--- config.mk ---
export PLATFORM = sky130hd
export DESIGN_NAME = spike_synapse
export DESIGN_NICKNAME = d
export VERILOG_FILES = /design/src/rtl/spike_synapse.sv
export SDC_FILE = /design/constraint.sdc
export NUM_CORES = 1
export LEC_CHECK = 0
export BUFFER_PORTS_ARGS = -buffer_cell sky130_fd_sc_hd__buf_4
export CAP_MARGIN = 40
export CORE_UTILIZATION = 60
export DETAILED_ROUTE_END_ITERATION = 8
export PLACE_DENSITY = 0.82
export REMOVE_ABC_BUFFERS = 1
export SYNTH_ARGS = -nofsm -noshare
export SYNTH_HDL_FRONTEND = slang
export SYNTH_SLANG_ARGS = --single-unit
--- constraint.sdc ---
create_clock -name clk -period 11.1 [get_ports clk]
set_input_delay 2.22 -clock clk [delete_from_list [all_inputs] [get_ports clk]]
set_output_delay 2.22 -clock clk [all_outputs]
set_load 0.05 [all_outputs]
--- src/rtl/spike_synapse.sv ---
// spike_synapse: spike-edge weighted, saturating, exponentially decaying synaptic current (optional SYN_REFRACT_EN refractory window)
module spike_synapse #(
    parameter logic [7:0] WEIGHT         = 8'd40,
    parameter int         DECAY_SHIFT    = 2,
    parameter int         DECAY_PERIOD   = 4,
    parameter int         REFRACT_CYCLES = 6
) (
    input  logic       clk,
    input  logic       rst_n,
    input  logic [7:0] spike_in,
    input  logic       enable,
    input  logic       weight_load,
    input  logic [7:0] weight_in,
    output logic [7:0] stim_current,
    output logic       active
);
    typedef enum logic {IDLE, ACTIVE} state_t;
    localparam logic [7:0] RELOAD = 8'(DECAY_PERIOD - 1);
    state_t state, state_nx;
    logic [7:0] weight, cnt, cnt_nx, cur_nx, decayed, shr;
    logic [8:0] sum;
    logic spk, spk_d, spk_event, accept, tick;
    assign spk = |spike_in;
    assign spk_event = spk & ~spk_d & enable;
`ifdef SYN_REFRACT_EN
    logic [7:0] refr;
    assign accept = spk_event & (refr == 8'd0);
    always_ff @(posedge clk) begin
        if (!rst_n) refr <= 8'd0;
        else if (enable) refr <= accept ? 8'(REFRACT_CYCLES) : (refr != 8'd0) ? refr - 8'd1 : refr;
    end
`else
    logic unused_refract;
    assign unused_refract = REFRACT_CYCLES != 0;
    assign accept = spk_event;
`endif
    always_ff @(posedge clk) begin
        if (!rst_n) begin
            state        <= IDLE;
            stim_current <= 8'd0;
            cnt          <= RELOAD;
            weight       <= WEIGHT;
            spk_d        <= 1'b0;
        end else begin
            spk_d <= spk;
            if (weight_load) weight <= weight_in;
            if (enable) begin
                state        <= state_nx;
                stim_current <= cur_nx;
                cnt          <= cnt_nx;
            end
        end
    end
    // Decay is applied before the weight so a coincident event lands on the decayed value
    always_comb begin
        tick     = (state == ACTIVE) && (cnt == 8'd0);
        shr      = stim_current >> DECAY_SHIFT;
        decayed  = !tick ? stim_current : (shr == 8'd0 && stim_current != 8'd0) ? stim_current - 8'd1 : stim_current - shr;
        sum      = {1'b0, decayed} + {1'b0, weight};
        cur_nx   = !accept ? decayed : sum[8] ? 8'hFF : sum[7:0];
        state_nx = (cur_nx != 8'd0) ? ACTIVE : IDLE;
        cnt_nx   = (state == IDLE || state_nx == IDLE || cnt == 8'd0) ? RELOAD : cnt - 8'd1;
    end
    always_comb begin
        active = (state == ACTIVE);
    end
endmodule
==> tab_implementation.tex, run 1 <==
\begin{tabular}{lr}
\hline
Metric & Value \\
\hline
\multicolumn{2}{l}{\textbf{Drt}} \\
Drc violations & 0 \\
Detailed-route wire length & around 4400 um \\
Initial DRC count & 91 \\
Vias & 1734 \\
Residual antenna-violating net count after detailed routing & 0 \\
DR WL/cell & 14.6 um \\
Per-cell via count in the routed design & about 5.8 \\
Router iterations before antenna repair & 4 \\
\multicolumn{2}{l}{\textbf{Worst setup path}} \\
Data required time at the worst endpoint & approximately 11000 ps \\
Arr. time, crit path & a little under 5000 ps \\
Critical-path maximum fanout & 9 \\
Crit Path Category & reg2reg \\
Element type at the critical path start & flip-flop \\
R2r setup slk & around 6500 ps \\
Critical path endpoint category & flip-flop \\
\multicolumn{2}{l}{\textbf{Min path}} \\
Type of the worst min-delay path & reg2reg \\
\multicolumn{2}{l}{\textbf{Timing}} \\
Fin. max-slew vios & 0 \\
Worst clock skew & 4.41 ps \\
Setup TNS & 0 ps \\
RSZ-0062 raised after global routing & no \\
Fin crit period & about 4600 ps \\
Normalized max-slew margin & 0.607 \\
Final critical-path share of the clock period & 0.416 \\
Fmax & 217 MHz \\
Pin slew with the least headroom to its limit & 590 ps \\
Final setup viols & 0 \\
Number of hold violations in the final report & 0 \\
\multicolumn{2}{l}{\textbf{Power}} \\
Internal cell power & approximately 0.17 mW \\
Power Density & 108 mW/mm\^{}2 \\
Maximum resistive drop on vdd & 0.0565 mV \\
Switching share of power & 0.318 \\
Sw power & 0.0783 mW \\
Combinational Power Share & 0.311 \\
Share of total power in the clock network & 0.274 \\
Seq pwr share & 0.416 \\
Total leakage power & between 0.9 and 1 nW \\
\multicolumn{2}{l}{\textbf{Die}} \\
DIE WIDTH & 59.7 um \\
Total Die Area & 0.00356 mm\^{}2 \\
Core footprint & just over 0.003 mm\^{}2 \\
Ports placed on the boundary & 29 \\
FP Rows & 20 \\
Die Ht & 59.7 um \\
Initial core utilization & 0.643 \\
\multicolumn{2}{l}{\textbf{Global route}} \\
Largest net degree at the start of global routing & 22 \\
Vias in the first global route & 1597 \\
Antenna violations before repair & 0 \\
Residual overflow from global routing & 0 \\
Total routing resource utilization after global routing & 0.260 \\
Global-route wire length before repair & 6950 um \\
\multicolumn{2}{l}{\textbf{Clock network}} \\
Clock slew at the register clock pins of the worst setup and hold paths & 150 ps \\
Worst-case clock buffer depth & 2 \\
Post-cts sizing count & 0 \\
CTS tree & yes \\
\# clock sinks & 26 \\
Total clock buffers created by CTS & 3 \\
CTS hold repair buffers & 0 \\
Insertion delay of the later-clocked pin in the worst-skew pair & between 300 and 400 ps \\
CTS H-tree depth & 1 \\
Setup Fix Bufs, Post-CTS & 0 \\
Master cell of the clock root buffer & sky130\_fd\_sc\_hd\_\_clkbuf\_4 \\
\multicolumn{2}{l}{\textbf{Layout}} \\
Ant diodes & 0 \\
Most frequent cells in the layout & sky130\_fd\_sc\_hd\_\_buf\_4 (29), sky130\_fd\_sc\_hd\_\_dfxtp\_1 (26), sky130\_fd\_sc\_hd\_\_nand2\_1 (19) \\
Commonest non-fill, non-tap cell in the layout & sky130\_fd\_sc\_hd\_\_buf\_4 \\
Syn-to-layout area delta & 14.6\% \\
Cell area after layout & approximately 0.0023 mm\^{}2 \\
Nets & 294 \\
Ratio of cells with drive above 1 in the final layout & 0.191 \\
\multicolumn{2}{l}{\textbf{Logic synthesis}} \\
Count of flip-flops with a built-in enable after synthesis & 0 \\
Distinct cells, synth & 52 \\
Primary FF master, synth & sky130\_fd\_sc\_hd\_\_dfxtp\_1 \\
Post-synthesis async set-or-reset flop share & 0 \\
Sequential cell area fraction in the yosys report & 0.261 \\
Number of synthesized register bits & 26 \\
Avg Cell Area, Syn & roughly 8.7 um\^{}2 \\
Number of warnings reported in the yosys synthesis log & 0 \\
Gate Count Post-Synth & 230 \\
Area of the mapped netlist & 0.00199 mm\^{}2 \\
\multicolumn{2}{l}{\textbf{Outcome}} \\
Result of the run & complete, no violations \\
\multicolumn{2}{l}{\textbf{Place}} \\
Port Buffer Count & 28 \\
Detailed placement HPWL & roughly 3300 um \\
Cell area after placement & 0.00223 mm\^{}2 \\
Weighted congestion reported at the end of routability-driven placement & 0.887 \\
\multicolumn{2}{l}{\textbf{Run}} \\
Max-cap violations & 0 \\
\hline
\end{tabular}
## layer usage
layer  part of all wire  vias up  global-route usage
met4              0.016        0               0.103
met3              0.032        9              0.0346
met2               0.50       43               0.443
li1                   -      888                   -
met1               0.45      794               0.328
met5                  0        -                   0
## Yosys cell counts (4+ instances only)
library cell | count | area, um^2
sky130_fd_sc_hd__dfxtp_1 | 26 | 521
sky130_fd_sc_hd__nor2_1 | 16 | 60.1
sky130_fd_sc_hd__o221ai_1 | 4 | 35.0
sky130_fd_sc_hd__ha_1 | 15 | 188
sky130_fd_sc_hd__nor2b_1 | 11 | 68.8
sky130_fd_sc_hd__clkbuf_1 | 6 | 22.5
sky130_fd_sc_hd__nor3_1 | 12 | 60.1
sky130_fd_sc_hd__o21ai_0 | 9 | 45.0
sky130_fd_sc_hd__a21oi_1 | 8 | 40.0
sky130_fd_sc_hd__inv_1 | 12 | 45.0
sky130_fd_sc_hd__nand3_1 | 4 | 20.0
sky130_fd_sc_hd__nand2_1 | 19 | 71.3
sky130_fd_sc_hd__mux2i_1 | 10 | 100
sky130_fd_sc_hd__a21boi_0 | 7 | 52.6
sky130_fd_sc_hd__xnor2_1 | 6 | 52.6
sky130_fd_sc_hd__xor2_1 | 8 | 70.1
## sequential cells by signal (all words and copies together) (netlist names)
register and count:
stim_current 8, cnt 8, weight 8, active 1, spk_d 1
## layout make-up
cell class,count,area (um^2)
sequential,26,520
inverter,12,45.0
fill,262,817
clock inverter,1,30.0
timing repair buffer,29,218
clock buffer,3,22.5
multi-input combinational,185,1400
tap,44,55.1
## path summary, 6_finish.rpt
path / cells past startpoint / to / start
hold / removal: 2 / weight[5]$_SDFFE_PN1P_ / weight[5]$_SDFFE_PN1P_
hold reg to reg: 2 / weight[5]$_SDFFE_PN1P_ / weight[5]$_SDFFE_PN1P_
setup reg to reg: 18 / cnt[0]$_SDFFE_PN1P_ / stim_current[1]$_SDFFE_PN0P_
setup / recovery: 18 / cnt[0]$_SDFFE_PN1P_ / stim_current[1]$_SDFFE_PN0P_
## worst max-delay path, cell delays in order (launching register included)
cell                        delay [ps]
sky130_fd_sc_hd__dfxtp_1           490
sky130_fd_sc_hd__nor2_1             70
sky130_fd_sc_hd__nor3_1            130
sky130_fd_sc_hd__a41o_1            200
sky130_fd_sc_hd__ha_1              150
sky130_fd_sc_hd__inv_1              50
sky130_fd_sc_hd__fa_1              400
sky130_fd_sc_hd__a21o_1            190
sky130_fd_sc_hd__a21oi_1           170
sky130_fd_sc_hd__xor2_1             80
sky130_fd_sc_hd__o21ai_0           290
sky130_fd_sc_hd__ha_1              350
sky130_fd_sc_hd__o21ai_1           130
sky130_fd_sc_hd__o21ai_1           100
sky130_fd_sc_hd__a21o_1            180
sky130_fd_sc_hd__a211o_4           380
sky130_fd_sc_hd__or3_4             390
sky130_fd_sc_hd__a2111oi_4         620
sky130_fd_sc_hd__or3_1             200
## logic make-up after synthesis
group / after synthesis / share of synthesized area
muxes: 11 / 0.0558
and+or+nand+nor: 89 / 0.255
buffers and inverters: 19 / 0.0395
xor gates and xnor gates: 14 / 0.0615
adders and majority gates: 17 / 0.114
AOI/OAI and AO/OA: 54 / 0.213
DFF: 26 / 0.261
## per-stage QoR
stage | hold slack [ps] | std cells | power (mW) | utilization | worst slack, ps
finish | 515 | 300 | 0.246 | 0.737 | 6490
global route | 550 | 300 | 0.259 | 0.737 | 6210
CTS | 510 | 300 | 0.247 | 0.737 | 6470
detailed placement | 470 | 296 | 0.180 | 0.720 | 6520
global placement | 466 | 296 | 0.178 | 0.720 | 6550
floorplan | 447 | 223 | 0.158 | - | 6650
## power groups by stage
| stage | clock network (mW) | registers [mW] | logic [mW] |
|---|---|---|---|
| 6_report | 0.0674 | 0.102 | 0.0766 |
| 5_1_grt | 0.0728 | 0.103 | 0.0830 |
| 4_1_cts | 0.0682 | 0.102 | 0.0761 |
| 3_5_place_dp | 0 | 0.104 | 0.0755 |
| 3_3_place_gp | 0 | 0.104 | 0.0741 |
| 2_1_floorplan | 0 | 0.110 | 0.0479 |
Note: power is estimated with default switching activity, not from simulation.
==> run 2: changes to the inputs <==
--- a/config.mk
+++ b/config.mk
@@ -7,9 +7,9 @@
 export LEC_CHECK = 0
 export BUFFER_PORTS_ARGS = -buffer_cell sky130_fd_sc_hd__buf_4
 export CAP_MARGIN = 40
-export CORE_UTILIZATION = 60
+export CORE_UTILIZATION = 57
 export DETAILED_ROUTE_END_ITERATION = 8
-export PLACE_DENSITY = 0.82
+export PLACE_DENSITY = 0.79
 export REMOVE_ABC_BUFFERS = 1
 export SYNTH_ARGS = -nofsm -noshare
 export SYNTH_HDL_FRONTEND = slang
==> constraint.sdc (replaced) <==
create_clock -name clk -period 4.4 [get_ports clk]
set_input_delay 0.88 -clock clk [delete_from_list [all_inputs] [get_ports clk]]
set_output_delay 0.88 -clock clk [all_outputs]
set_load 0.05 [all_outputs]
==> run 2 against run 1 <==
First-iteration DRC count shrank 9.9%; highest routed layer unchanged; clock skew increased by 4.8 ps; clock power increased to 2.6 times the previous value; power increased to 2.6 times the previous value; flip-flop and latch count is the same.
==> tab_implementation.tex, run 2 (synthesis gave the netlist of run 1 again) <==
\begin{tabular}{lr}
\hline
Metric & Value \\
\hline
\multicolumn{2}{l}{\textbf{Worst setup path}} \\
Element type at the critical path start & flip-flop \\
Arr. time, crit path & 4480 ps (-430 ps) \\
Critical-path maximum fanout & 8 (-1) \\
Data required time at the worst endpoint & 4620 ps (-6780 ps) \\
Reg-to-Reg Start & stim\_current[0]\$\_SDFFE\_PN0P\_ \\
R2r setup slk & 140 ps (-6340 ps) \\
Count of cells along the worst register-to-register path & 16 (-2) \\
FF-to-FF End & cnt[3]\$\_SDFFE\_PN0P\_ \\
Crit Path Category & reg2reg \\
Critical path endpoint category & flip-flop \\
\multicolumn{2}{l}{\textbf{Min path}} \\
Hold Path End & weight[5]\$\_SDFFE\_PN1P\_ \\
Worst hold path stage count & 2 (unchanged) \\
Type of the worst min-delay path & reg2reg \\
Hold Startpoint & weight[5]\$\_SDFFE\_PN1P\_ \\
\multicolumn{2}{l}{\textbf{Timing}} \\
Fin crit period & 4260 ps (-359 ps) \\
Worst clock skew & 9.25 ps (+4.84 ps) \\
Number of hold violations in the final report & 0 (unchanged) \\
Fin. max-slew vios & 0 (unchanged) \\
Pin slew with the least headroom to its limit & 506 ps (-83.8 ps) \\
Normalized max-slew margin & 0.661 (+0.0536) \\
Final critical-path share of the clock period & 0.967 (+0.551) \\
Final setup viols & 0 (unchanged) \\
Fmax & 235 MHz (+8.4\%) \\
Final hold slack & 505 ps (-9.62 ps) \\
\multicolumn{2}{l}{\textbf{Place}} \\
Port Buffer Count & 28 (unchanged) \\
Detailed placement HPWL & 3430 um (+3.3\%) \\
Weighted congestion reported at the end of routability-driven placement & 0.870 (-1.9\%) \\
Count of placed standard cells including taps & 305 (+3.0\%) \\
\multicolumn{2}{l}{\textbf{Layout}} \\
Syn-to-layout area delta & 19.3\% \\
Ratio of cells with drive above 1 in the final layout & 0.237 (+0.0454) \\
Most frequent cells in the layout & sky130\_fd\_sc\_hd\_\_buf\_4 (38), sky130\_fd\_sc\_hd\_\_dfxtp\_1 (24), sky130\_fd\_sc\_hd\_\_nand2\_1 (19) \\
Ant diodes & 0 (unchanged) \\
Nets & 304 (+3.4\%) \\
Leading registers by flop count & cnt x8, stim\_current x8, weight x8 \\
Cell Count, Final, Fillers Out & 312 (+4.0\%) \\
Commonest non-fill, non-tap cell in the layout & sky130\_fd\_sc\_hd\_\_buf\_4 \\
\multicolumn{2}{l}{\textbf{Drt}} \\
Per-cell via count in the routed design & 5.85 (+1.3\%) \\
Residual antenna-violating net count after detailed routing & 0 (unchanged) \\
Drc violations & 0 (unchanged) \\
Router iterations before antenna repair & 4 (unchanged) \\
Detailed-route wire length & 4630 um (+6.0\%) \\
DR WL/cell & 14.8 um (+1.9\%) \\
Vias & 1826 (+5.3\%) \\
Initial DRC count & 82 (-9.9\%) \\
\multicolumn{2}{l}{\textbf{Die}} \\
Ports placed on the boundary & 29 (unchanged) \\
Core footprint & 0.00334 mm\^{}2 (+7.5\%) \\
DIE WIDTH & 61.2 um (+2.5\%) \\
Die Ht & 61.2 um (+2.5\%) \\
Total Die Area & 0.00374 mm\^{}2 (+5.1\%) \\
Initial core utilization & 0.598 (-0.0451) \\
FP Rows & 21 (+5.0\%) \\
\multicolumn{2}{l}{\textbf{Clock network}} \\
Insertion delay of the later-clocked pin in the worst-skew pair & 340 ps (about the same) \\
Worst-case clock buffer depth & 2 (unchanged) \\
CTS tree & yes \\
\# clock sinks & 26 (unchanged) \\
Master cell of the clock root buffer & sky130\_fd\_sc\_hd\_\_clkbuf\_4 \\
CTS H-tree depth & 1 (unchanged) \\
Total clock buffers created by CTS & 3 (unchanged) \\
Clock slew at the register clock pins of the worst setup and hold paths & 160 ps (about the same) \\
\multicolumn{2}{l}{\textbf{Global route}} \\
Total routing resource utilization after global routing & 0.251 (-0.00830) \\
Residual overflow from global routing & 0 (unchanged) \\
Largest net degree at the start of global routing & 22 (unchanged) \\
Antenna violations before repair & 0 (unchanged) \\
Global-route wire length before repair & 6860 um (-1.3\%) \\
Vias in the first global route & 1598 (+0.063\%) \\
\multicolumn{2}{l}{\textbf{Outcome}} \\
Result of the run & complete, no violations \\
\multicolumn{2}{l}{\textbf{Power}} \\
Total leakage power & 1.02 nW (+5.6\%) \\
Power Density & 269 mW/mm\^{}2 (+150\%) \\
Maximum resistive drop on vdd & 0.150 mV (+160\%) \\
\multicolumn{2}{l}{\textbf{Run}} \\
Max-cap violations & 0 (unchanged) \\
\hline
\end{tabular}
[run 2: layout make-up]
cell class                      count  area, um^2
Inverter                           12        45.0
Clock inverter                      1        30.0
Fill cell                         263         957
Tap cell                           46        57.6
Clock buffer                        3        22.5
Multi-Input combinational cell    185        1410
Timing Repair Buffer               39         290
Sequential cell                    26         526
[run 2: power breakdown]
| group | leakage, nW | switching [mW] | internal, mW |
|---|---|---|---|
| logic | 0.783 | 0.118 | 0.0936 |
| registers | 0.214 | 0.00811 | 0.247 |
| clock network | 0.0279 | 0.0803 | 0.0923 |
[run 2: worst max path at each step]
stage                                      start                   to  depth (start not counted)
global route        stim_current[0]$_SDFFE_PN0P_  cnt[7]$_SDFFE_PN0P_                         16
detailed placement  stim_current[0]$_SDFFE_PN0P_  cnt[7]$_SDFFE_PN0P_                         19
global placement    stim_current[0]$_SDFFE_PN0P_  cnt[2]$_SDFFE_PN0P_                         19
CTS                 stim_current[0]$_SDFFE_PN0P_  cnt[2]$_SDFFE_PN0P_                         19
floorplan           stim_current[1]$_SDFFE_PN0P_  cnt[0]$_SDFFE_PN1P_                         15
finish              stim_current[0]$_SDFFE_PN0P_  cnt[3]$_SDFFE_PN0P_                         16
[run 2: metrics by stage]
step	setup TNS, ps	total power, mW	util	area (um^2)	setup slack, ps
after floorplan	-445	0.398	-	1960	-52.7
after global placement	0	0.456	0.686	2290	200
after detailed placement	0	0.459	0.686	2290	88.1
after CTS	0	0.629	0.702	2340	61.3
after global routing	-82.4	0.668	0.713	2380	-20.1
final	0	0.639	0.713	2380	145
[run 2: routing by layer]
| metal | wire (um) | track usage | vias to the layer above |
|---|---|---|---|
| li1 | - | - | 909 |
| met1 | 2000 | 0.297 | 859 |
| met2 | 2380 | 0.450 | 47 |
| met3 | 158 | 0.0399 | 11 |
| met4 | 87 | 0.104 | 0 |
| met5 | 0 | 0 | - |
[run 2: worst max-delay path, cell delays in order, from the launching register on]
cell	delay, ps
sky130_fd_sc_hd__dfxtp_4	390
sky130_fd_sc_hd__nor2_1	100
sky130_fd_sc_hd__nor3_1	50
sky130_fd_sc_hd__a41o_1	230
sky130_fd_sc_hd__ha_1	180
sky130_fd_sc_hd__inv_1	60
sky130_fd_sc_hd__fa_1	420
sky130_fd_sc_hd__mux2_2	320
sky130_fd_sc_hd__fa_2	390
sky130_fd_sc_hd__a211oi_4	310
sky130_fd_sc_hd__o21ai_1	130
sky130_fd_sc_hd__a21o_1	170
sky130_fd_sc_hd__a211o_4	380
sky130_fd_sc_hd__or3_4	390
sky130_fd_sc_hd__a2111oi_4	370
sky130_fd_sc_hd__buf_2	200
sky130_fd_sc_hd__nor3_1	50
[run 2: repair_timing]
| item | 4_1_cts | 5_1_grt |
|---|---|---|
| hold buffers | 0 | 0 |
| setup buffers | 0 | 2 |
| resized for setup | 0 | 9 |
| endpoints found under the setup margin | 0 | 9 |
==> run 3: changes to the inputs <==
--- a/config.mk
+++ b/config.mk
@@ -7,10 +7,11 @@
 export LEC_CHECK = 0
 export BUFFER_PORTS_ARGS = -buffer_cell sky130_fd_sc_hd__buf_4
 export CAP_MARGIN = 40
-export CORE_UTILIZATION = 57
+export CORE_UTILIZATION = 39
 export DETAILED_ROUTE_END_ITERATION = 8
-export PLACE_DENSITY = 0.79
+export PLACE_DENSITY = 0.57
 export REMOVE_ABC_BUFFERS = 1
 export SYNTH_ARGS = -nofsm -noshare
 export SYNTH_HDL_FRONTEND = slang
 export SYNTH_SLANG_ARGS = --single-unit
+export TNS_END_PERCENT = 1
==> run 3 against run 2 <==
Utilization is 22 points lower; non-clock buffer count decreased by 2; sequential share of layout area decreased by 0.33 points; clock skew fell by 5.3 ps; first-iteration DRC count decreased by 9.8%; wire length down 1.8%; critical path depth unchanged; die area rose by 45%; clock power down 8%; critical path type unchanged; largest cell class unchanged; largest power group unchanged.
==> tab_implementation.tex, run 3 (synthesis gave the netlist of run 1 again) <==
\begin{tabular}{lr}
\hline
Metric & Value \\
\hline
\multicolumn{2}{l}{\textbf{Outcome}} \\
Result of the run & complete, no violations \\
\multicolumn{2}{l}{\textbf{Global route}} \\
Vias in the first global route & 1694 (+6.0\%) \\
Largest net degree at the start of global routing & 22 (unchanged) \\
Total routing resource utilization after global routing & 0.185 (-0.0664) \\
Antenna violations before repair & 0 (unchanged) \\
Global-route wire length before repair & 7850 um (+14\%) \\
Residual overflow from global routing & 0 (unchanged) \\
\multicolumn{2}{l}{\textbf{Clock network}} \\
Insertion delay of the later-clocked pin in the worst-skew pair & 270 ps (-70 ps) \\
Total clock buffers created by CTS & 3 (unchanged) \\
Worst-case clock buffer depth & 2 (unchanged) \\
Master cell of the clock root buffer & sky130\_fd\_sc\_hd\_\_clkbuf\_8 \\
Clock slew at the register clock pins of the worst setup and hold paths & 90 ps (-70 ps) \\
CTS H-tree depth & 1 (unchanged) \\
Setup Fix Bufs, Post-CTS & 0 (unchanged) \\
CTS hold repair buffers & 0 (unchanged) \\
CTS tree & yes \\
\# clock sinks & 26 (unchanged) \\
\multicolumn{2}{l}{\textbf{Timing}} \\
Fin crit period & 4230 ps (-29.1 ps) \\
Pin slew with the least headroom to its limit & 498 ps (-7.98 ps) \\
Worst clock skew & 3.97 ps (-5.28 ps) \\
Number of hold violations in the final report & 0 (unchanged) \\
Normalized max-slew margin & 0.666 (+0.00536) \\
Fmax & 237 MHz (+0.69\%) \\
Setup TNS & 0 ps (unchanged) \\
Final hold slack & 493 ps (-12.1 ps) \\
Final setup viols & 0 (unchanged) \\
Final critical-path share of the clock period & 0.961 (-0.00661) \\
Final setup slack of the worst path & 174 ps (+29.1 ps) \\
Fin. max-slew vios & 0 (unchanged) \\
\multicolumn{2}{l}{\textbf{Power}} \\
Maximum resistive drop on vdd & 0.178 mV (+19\%) \\
Power Density & 258 mW/mm\^{}2 (-3.8\%) \\
Total leakage power & 1.02 nW (-0.57\%) \\
Total power after layout & 0.619 mW (-3.1\%) \\
\multicolumn{2}{l}{\textbf{Place}} \\
Weighted congestion reported at the end of routability-driven placement & 0.843 (-3.1\%) \\
Detailed placement HPWL & 3590 um (+4.8\%) \\
Post-placement worst setup slack & 65.7 ps (-22.5 ps) \\
Port Buffer Count & 28 (unchanged) \\
\multicolumn{2}{l}{\textbf{Worst setup path}} \\
Slowest-stage cell, CP & sky130\_fd\_sc\_hd\_\_fa\_1 \\
Data required time at the worst endpoint & 4550 ps (-70 ps) \\
Critical path endpoint category & flip-flop \\
Count of cells along the worst register-to-register path & 16 (unchanged) \\
R2r setup slk & 170 ps (+30 ps) \\
Element type at the critical path start & flip-flop \\
Crit Path Category & reg2reg \\
Largest incremental delay on the critical path & 410 ps (about the same) \\
Cells traversed along the worst timing path & nor2\_1 -> nor3\_2 -> a41o\_1 -> ha\_1 -> inv\_1 -> fa\_1 -> mux2\_2 -> fa\_2 -> a211oi\_4 -> o21ai\_1 -> a21o\_1 -> a211o\_4 -> or3\_4 -> a2111oi\_4 -> buf\_2 -> nor3\_1 \\
Critical-path maximum fanout & 8 (unchanged) \\
Arr. time, crit path & 4370 ps (-110 ps) \\
\multicolumn{2}{l}{\textbf{Drt}} \\
Vias & 1739 (-4.8\%) \\
Initial DRC count & 74 (-9.8\%) \\
Detailed-route wire length & 4540 um (-1.8\%) \\
Drc violations & 0 (unchanged) \\
Residual antenna-violating net count after detailed routing & 0 (unchanged) \\
Router iterations before antenna repair & 4 (unchanged) \\
DR WL/cell & 13.7 um (-7.5\%) \\
Per-cell via count in the routed design & 5.25 (-10\%) \\
\multicolumn{2}{l}{\textbf{Die}} \\
Core footprint & 0.00482 mm\^{}2 (+44\%) \\
FP Rows & 25 (+19\%) \\
Initial core utilization & 0.414 (-0.184) \\
Die Ht & 73.5 um (+20\%) \\
Ports placed on the boundary & 29 (unchanged) \\
Total Die Area & 0.00540 mm\^{}2 (+45\%) \\
DIE WIDTH & 73.5 um (+20\%) \\
\multicolumn{2}{l}{\textbf{Layout}} \\
Nets & 302 (-0.66\%) \\
Leading registers by flop count & cnt x8, stim\_current x8, weight x8 \\
Most frequent cells in the layout & sky130\_fd\_sc\_hd\_\_buf\_4 (35), sky130\_fd\_sc\_hd\_\_dfxtp\_1 (25), sky130\_fd\_sc\_hd\_\_nand2\_1 (19) \\
Syn-to-layout area delta & 20.3\% \\
Ant diodes & 0 (unchanged) \\
Commonest non-fill, non-tap cell in the layout & sky130\_fd\_sc\_hd\_\_buf\_4 \\
Ratio of cells with drive above 1 in the final layout & 0.231 (-0.00578) \\
\multicolumn{2}{l}{\textbf{Min path}} \\
Worst hold path stage count & 2 (unchanged) \\
Type of the worst min-delay path & reg2reg \\
\multicolumn{2}{l}{\textbf{Run}} \\
Max-cap violations & 0 (unchanged) \\
\hline
\end{tabular}
==> run 3: changes by cell type in the layout (fill, tap and decap cells not counted) <==
| cell | delta |
|---|---|
| sky130_fd_sc_hd__buf_4 | -3 |
| sky130_fd_sc_hd__buf_6 | +1 |
| sky130_fd_sc_hd__clkbuf_4 | -3 |
| sky130_fd_sc_hd__dfxtp_4 | -1 |
| sky130_fd_sc_hd__nor3_1 | -1 |
| sky130_fd_sc_hd__clkbuf_8 | +4 |
| sky130_fd_sc_hd__bufinv_16 | -1 |
| sky130_fd_sc_hd__dfxtp_1 | +1 |
| sky130_fd_sc_hd__nor3_2 | +1 |
==> run 3: power breakdown <==
group / switching, mW / total [mW] / internal, mW
clock: 0.0787 / 0.159 / 0.0801
combinational: 0.114 / 0.206 / 0.0921
sequential: 0.00836 / 0.255 / 0.246
==> run 3: final timing paths <==
kind / from / to
worst max register to register: stim_current[0]$_SDFFE_PN0P_ / cnt[7]$_SDFFE_PN0P_
worst min register to register: weight[3]$_SDFFE_PN1P_ / weight[3]$_SDFFE_PN1P_
worst max-delay path: stim_current[0]$_SDFFE_PN0P_ / cnt[7]$_SDFFE_PN0P_
worst min-delay path: weight[3]$_SDFFE_PN1P_ / weight[3]$_SDFFE_PN1P_
==> run 3: what timing repair did <==
item,4_1_cts,5_1_grt
endpoints found under the hold margin,0,0
resized for setup,0,8
setup endpoints to repair,0,9
==> run 3: stage by stage <==
stage	utilization	area, um^2	cells
floorplan	-	1960	223
global placement	0.481	2310	326
detailed placement	0.481	2310	326
CTS	0.492	2370	330
global route	0.498	2400	331
finish	0.498	2400	331
==> run 3: critical path, delay by kind of cell, from the launching register on <==
family          cells  cell delay, ps
compound gates      6            1550
flops               1             350
simple gates        4             620
mux                 1             310
fa+ha+maj           3             980
buf+inv             2             280
==> run 3: routing by layer <==
layer	track usage	wire, um	share of wire
met3	0.0302	97	0.021
met1	0.244	2240	0.49
met4	0.0363	17	0.0037
met2	0.317	2190	0.48
met5	0	0	0
==> run 3: final cells by class <==
class                   instances  area, um^2
well taps                      67        83.8
repair buffers                 37         279
flip-flops and latches         26         522
inverters                      12        45.0
clock buffers                   4        55.1
multi-input cells             185        1410
fillers                       500        2420
